--- config.mk ---
export PLATFORM = sky130hd
export DESIGN_NAME = alu_rs
export DESIGN_NICKNAME = d
export VERILOG_FILES = /design/src/rtl/alu_rs_pkg.sv /design/src/rtl/alu_rs_prio_enc.sv /design/src/rtl/alu_rs.sv
export SDC_FILE = /design/constraint.sdc
export NUM_CORES = 1
export LEC_CHECK = 0
export ABC_AREA = 1
export CORE_UTILIZATION = 30
export CTS_CLUSTER_DIAMETER = 30
export DETAILED_ROUTE_END_ITERATION = 10
export RECOVER_POWER = 50
export SLEW_MARGIN = 0
export SYNTH_ARGS = -nofsm -noshare
export SYNTH_HDL_FRONTEND = slang
export SYNTH_SLANG_ARGS = --single-unit
--- constraint.sdc ---
create_clock -name clk -period 2.5 [get_ports clk]
set_clock_uncertainty 0.2 [all_clocks]
set_input_delay 0.25 -clock clk [delete_from_list [all_inputs] [get_ports clk]]
set_output_delay 0.25 -clock clk [all_outputs]
set_load 0.02 [all_outputs]
--- src/rtl/alu_rs_pkg.sv ---
// Shared types for the ALU reservation station: slot layout, CDB packet and branch encodings.
package alu_rs_pkg;

    localparam int unsigned XLEN      = 32;
    localparam int unsigned ROB_TAG_W = 4;
    localparam int unsigned BR_W      = 2;

    localparam logic [BR_W-1:0] BR_NONE = 2'b00;
    localparam logic [BR_W-1:0] BR_BNE  = 2'b01;
    localparam logic [BR_W-1:0] BR_BEQ  = 2'b10;
    localparam logic [BR_W-1:0] BR_BLT  = 2'b11;

    typedef struct packed {
        logic [ROB_TAG_W-1:0] dest_ROB_entry;
        logic [XLEN-1:0]      result;
    } CDB_packet_t;

    typedef struct packed {
        logic                 busy;
        logic                 alu_op;
        logic [BR_W-1:0]      br_type;
        logic [ROB_TAG_W-1:0] rob;
        logic [XLEN-1:0]      v1;
        logic [ROB_TAG_W-1:0] t1;
        logic                 r1;
        logic [XLEN-1:0]      v2;
        logic [ROB_TAG_W-1:0] t2;
        logic                 r2;
    } rs_entry_t;

endpackage

--- src/rtl/alu_rs_prio_enc.sv ---
// Fixed-priority encoder: lowest set request bit wins, returned one-hot.
module prio_enc #(
    parameter int unsigned N = 4
) (
    input  logic [N-1:0] req,
    output logic [N-1:0] grant,
    output logic         any
);

    // Two's-complement trick isolates the lowest set bit.
    assign grant = req & (~req + N'(1));
    assign any   = |req;

endmodule

--- src/rtl/alu_rs.sv ---
// Reservation station for the add/sub/branch unit: holds ops until operands arrive, snoops CDB, issues one per cycle.
module alu_rs
    import alu_rs_pkg::*;
#(
    parameter int unsigned NUM_ENTRIES = 4,
    parameter int unsigned ROB_W       = ROB_TAG_W
) (
    input  logic               clk,
    input  logic               reset,
    input  logic               flush,
    input  logic               disp_valid,
    output logic               disp_ready,
    input  logic               disp_alu_op,
    input  logic [BR_W-1:0]    disp_br_type,
    input  logic [ROB_W-1:0]   disp_rob,
    input  logic [XLEN-1:0]    disp_v1,
    input  logic [ROB_W-1:0]   disp_t1,
    input  logic               disp_r1,
    input  logic [XLEN-1:0]    disp_v2,
    input  logic [ROB_W-1:0]   disp_t2,
    input  logic               disp_r2,
    input  logic               cdb_valid,
    input  CDB_packet_t        cdb,
    output logic               issue_valid,
    input  logic               fu_ready,
    output logic [XLEN-1:0]    issue_rs1,
    output logic [XLEN-1:0]    issue_rs2,
    output logic               issue_alu_op,
    output logic [BR_W-1:0]    issue_br_type,
    output logic [ROB_W-1:0]   issue_rob
);

    rs_entry_t ents     [NUM_ENTRIES];
    rs_entry_t ents_nxt [NUM_ENTRIES];
    rs_entry_t disp_entry;

    logic [NUM_ENTRIES-1:0] free_req;
    logic [NUM_ENTRIES-1:0] free_grant;
    logic [NUM_ENTRIES-1:0] ready_req;
    logic [NUM_ENTRIES-1:0] issue_grant;
    logic                   do_issue;
    logic                   do_disp;

    always_comb begin
        free_req  = '0;
        ready_req = '0;
        for (int i = 0; i < NUM_ENTRIES; i++) begin
            free_req[i]  = ~ents[i].busy;
            ready_req[i] = ents[i].busy & ents[i].r1 & ents[i].r2;
        end
    end

    prio_enc #(.N(NUM_ENTRIES)) u_free_sel (
        .req   (free_req),
        .grant (free_grant),
        .any   (disp_ready)
    );

    prio_enc #(.N(NUM_ENTRIES)) u_ready_sel (
        .req   (ready_req),
        .grant (issue_grant),
        .any   (issue_valid)
    );

    assign do_issue = issue_valid & fu_ready;
    assign do_disp  = disp_valid & disp_ready;

    // AND-OR mux so the issue fields read zero when nothing is ready.
    always_comb begin
        issue_rs1     = '0;
        issue_rs2     = '0;
        issue_alu_op  = 1'b0;
        issue_br_type = '0;
        issue_rob     = '0;
        for (int i = 0; i < NUM_ENTRIES; i++) begin
            if (issue_grant[i]) begin
                issue_rs1     = ents[i].v1;
                issue_rs2     = ents[i].v2;
                issue_alu_op  = ents[i].alu_op;
                issue_br_type = ents[i].br_type;
                issue_rob     = ents[i].rob;
            end
        end
    end

    // Incoming op, with same-cycle CDB bypass on each pending source.
    always_comb begin
        disp_entry         = '0;
        disp_entry.busy    = 1'b1;
        disp_entry.alu_op  = disp_alu_op;
        disp_entry.br_type = disp_br_type;
        disp_entry.rob     = disp_rob;
        disp_entry.v1      = disp_v1;
        disp_entry.t1      = disp_t1;
        disp_entry.r1      = disp_r1;
        disp_entry.v2      = disp_v2;
        disp_entry.t2      = disp_t2;
        disp_entry.r2      = disp_r2;
        if (cdb_valid && !disp_r1 && (disp_t1 == cdb.dest_ROB_entry)) begin
            disp_entry.v1 = cdb.result;
            disp_entry.r1 = 1'b1;
        end
        if (cdb_valid && !disp_r2 && (disp_t2 == cdb.dest_ROB_entry)) begin
            disp_entry.v2 = cdb.result;
            disp_entry.r2 = 1'b1;
        end
    end

    // Issue and dispatch grants are disjoint (busy vs free), so their writes never collide.
    always_comb begin
        for (int i = 0; i < NUM_ENTRIES; i++) begin
            ents_nxt[i] = ents[i];
            if (ents[i].busy && cdb_valid) begin
                if (!ents[i].r1 && (ents[i].t1 == cdb.dest_ROB_entry)) begin
                    ents_nxt[i].v1 = cdb.result;
                    ents_nxt[i].r1 = 1'b1;
                end
                if (!ents[i].r2 && (ents[i].t2 == cdb.dest_ROB_entry)) begin
                    ents_nxt[i].v2 = cdb.result;
                    ents_nxt[i].r2 = 1'b1;
                end
            end
            if (do_issue && issue_grant[i]) begin
                ents_nxt[i].busy = 1'b0;
            end
            if (do_disp && free_grant[i]) begin
                ents_nxt[i] = disp_entry;
            end
            if (flush) begin
                ents_nxt[i].busy = 1'b0;
            end
        end
    end

    always_ff @(posedge clk) begin
        for (int i = 0; i < NUM_ENTRIES; i++) begin
            if (reset) begin
                ents[i] <= '0;
            end else begin
                ents[i] <= ents_nxt[i];
            end
        end
    end

endmodule
==> results by group <==
Outcome
  – Run status: finished, violations left
  – Failing checks: negative setup slack

STA
  – WHS: about 0.11 ns
  – Actual transition at the worst max-transition pin: 0.705 ns
  – Final worst-path cycle share: 113%
  – Unrepaired setup endpoints after global routing: yes
  – Final hold violation count: 0
  – Max Slew Vio Count: 0
  – Final setup violation count: around 70
  – Worst rel slew slack: a little over half
  – Final setup margin: -0.317 ns
  – Post-layout min period: 2.82 ns
  – Max Freq: approximately 350 MHz

Clocking
  – Clock slew at the register clock pins of the worst setup and hold paths: roughly 0.05 ns
  – Hold_buf cts: 0
  – Worst-Skew Late Latency: approximately 0.63 ns
  – CTS tree: done
  – Clock Sinks: roughly 330
  – CTS buffer count: a little over 80
  – Root Driver: clkbuf_16
  – Max Buffers Root-to-Sink: 3
  – H-tree depth: 3

Routing
  – Drc violations: 0
  – Routed len/inst: roughly 21 um
  – Vias/cell: 5.43
  – Final ANT Viol Nets: 0
  – Pre-antenna DRT Iters: 6
  – Total wire length: between 90 and 100 mm
  – Initial drt markers: about 3200
  – Via count: around 24000

Die
  – Row cnt: between 90 and 100
  – DIE AREA: 0.0661 sq mm
  – Initial Utilization: around 30%
  – Die Y-Extent: ~260 um
  – CORE AREA: 0.0643 sq mm
  – IO Count: about 200
  – Die X: about 260 um

Yosys
  – Mapped Cells: between 3000 and 4000
  – Async S/R FF share, synth: 0%
  – Post-Syn Area per Cell: 6.10 sq um
  – Yosys warnings: 0
  – Top FF cell, synth: dfxtp_1
  – EDFF count, synth: 0
  – Top cell type by total area after synthesis: dfxtp_1
  – Flops & latches, synth: ~330
  – Syn nets: about 3300
  – Post-synth cell types: 32
  – Seq/Total Area, Yosys: about a third
  – Synth top area share: approximately a third
  – Cell Area, Synth: 0.0195 sq mm
  – Top post-synthesis cells by area: dfxtp_1 34%, nand3_1 21%, nand2_1 11%

Final layout
  – Final #Nets: roughly 3600
  – Largest register FFs: ~330
  – Commonest non-fill, non-tap cells in the layout: 794 x nand3_1, 537 x nand2_1, 423 x inv_1, 323 x dfxtp_1, 247 x nor2_1
  – Biggest regs: ents: 328 flops
  – Commonest non-fill, non-tap cell in the layout: nand3_1
  – Fin cells: 4402
  – Top reg by flops: ents
  – Fin util: between 40 and 50%
  – Area occupied by multi-input gates: 0.0113 sq mm
  – Fillers: about 6500
  – Storage element area: 0.00657 sq mm
  – Proportion of layout cells with a drive suffix above 1: about 18%
  – Synthesis-to-layout area growth: 45.6%

Placement
  – Port bufs: slightly below 200
  – RD Place Congestion: 0.941
  – Placed cells: 4222
  – Post-DP HPWL: 61.8 mm

Worst setup path
  – WP data required: about 2 ns
  – Crit path max fanout: 8
  – Reg2reg end: ents[0][0]$_SDFFE_PP0P_
  – CP Class: reg2out
  – CP endpoint kind: primary output
  – Crit path DAT: between 2 and 2.5 ns
  – Worst r2r src: ents[0][81]$_SDFFE_PP0P_
  – CP peak stage delay: around 0.31 ns
  – Crit path from: ents[1][37]$_SDFFE_PP0P_
  – R2r setup slk: 0.16 ns
  – Worst setup SP type: flop
  – Reg2reg path depth: 6
  – Critical-path top delay cell: dfxtp_1
  – Crit-path cells: inv_1 > nor3_4 > buf_12 > nor3_4 > buf_12 > buf_4 > nand3_1 > o2111ai_2 > buf_6

Min path
  – Hold Path End: ents[0][78]$_SDFFE_PP0N_
  – Worst hold start: disp_br_type[0]
  – Worst hold path depth: 3
  – Hold crit path type: in2reg

Power and ir drop
  – Max VDD drop: roughly 0.44 mV
  – Pwr Density: 659 mW/mm^2
  – Leakage: roughly 14 nW

Global route
  – Pin count of the biggest net entering global routing: 73
  – All-layer global routing usage: about 27%
  – Global route total overflow: 0
  – Initial antenna violation count: 4
  – First-pass GRT wire length: ~140 mm
  – Vias in the first global route: ~22000

Job
  – Maxcap violations: 0
-- report_power, final --
part / internal (W) / total [W] / switching [W]
Combinational: 0.000628 / 0.00176 / 0.00114
Clock: 0.00789 / 0.0115 / 0.00363
Sequential: 0.00539 / 0.00546 / 0.0000647
-- cell usage after synthesis (10+ instances only) --
cell type,n
a21oi_1,199
buf_1,26
buf_2,72
clkbuf_1,142
dfxtp_1,328
inv_1,428
inv_2,10
nand2_1,570
nand3_1,819
nand4_1,77
nor2_1,247
o2111ai_1,34
o21ai_0,190
-- critical path, delay by kind of cell, from the launching register on --
family	cells	cell delay (ns)
flops	1	0.31
compound gates	1	0.17
buf+inv	5	0.75
simple gates	3	0.48
-- per-layer routing --
metal  GRT usage (%)  share of wire, %  up-vias  wire length, um
li1                -                 -    11127                -
met1            37.5                42    10924            38600
met2            38.6                42     1639            38700
met3            7.45                13      217            12300
met4            11.2               3.4        0             3140
met5               0                 0        -                0
-- layout make-up --
type | instances | area share [%]
antenna | 4 | 0.0352
sequential | 328 | 23.1
clock inverter | 50 | 2.54
inverter | 443 | 5.91
timing repair buffer | 438 | 17.0
tap | 855 | 3.76
multi-input combinational | 2184 | 39.7
clock buffer | 100 | 7.95
-- cell families after synthesis --
group,share of synthesized area [%]
simple gates,40.4
buf+inv,13.8
compound gates,11.7
flops,33.6
xor+xnor,0.404
-- worst max-delay path by stage --
stage	end	slack [ns]
floorplan	issue_rs2[0]	0.35
global placement	issue_rs2[20]	-0.24
detailed placement	issue_rs2[20]	-0.25
CTS	issue_rs2[16]	-0.35
global route	issue_rs2[19]	-0.39
finish	issue_rs2[21]	-0.32
-- metrics by stage --
step	total power [W]	TNS (ns)	worst slack, ns	instance area (sq um)
floorplan	0.00637	0	0.353	19500
global placement	0.00723	-9.79	-0.236	24100
detailed placement	0.00723	-11.57	-0.252	24100
CTS	0.0187	-19.26	-0.346	27900
global route	0.0192	-21.55	-0.387	28400
finish	0.0187	-15.63	-0.317	28400
-- what timing repair did --
action,CTS,global route
pin swaps,21,22
gates cloned,5,3
setup buffers,15,10
gates resized for setup,543,126
setup endpoints to repair,72,73
No activity file was read; power rests on OpenSTA's default activity.
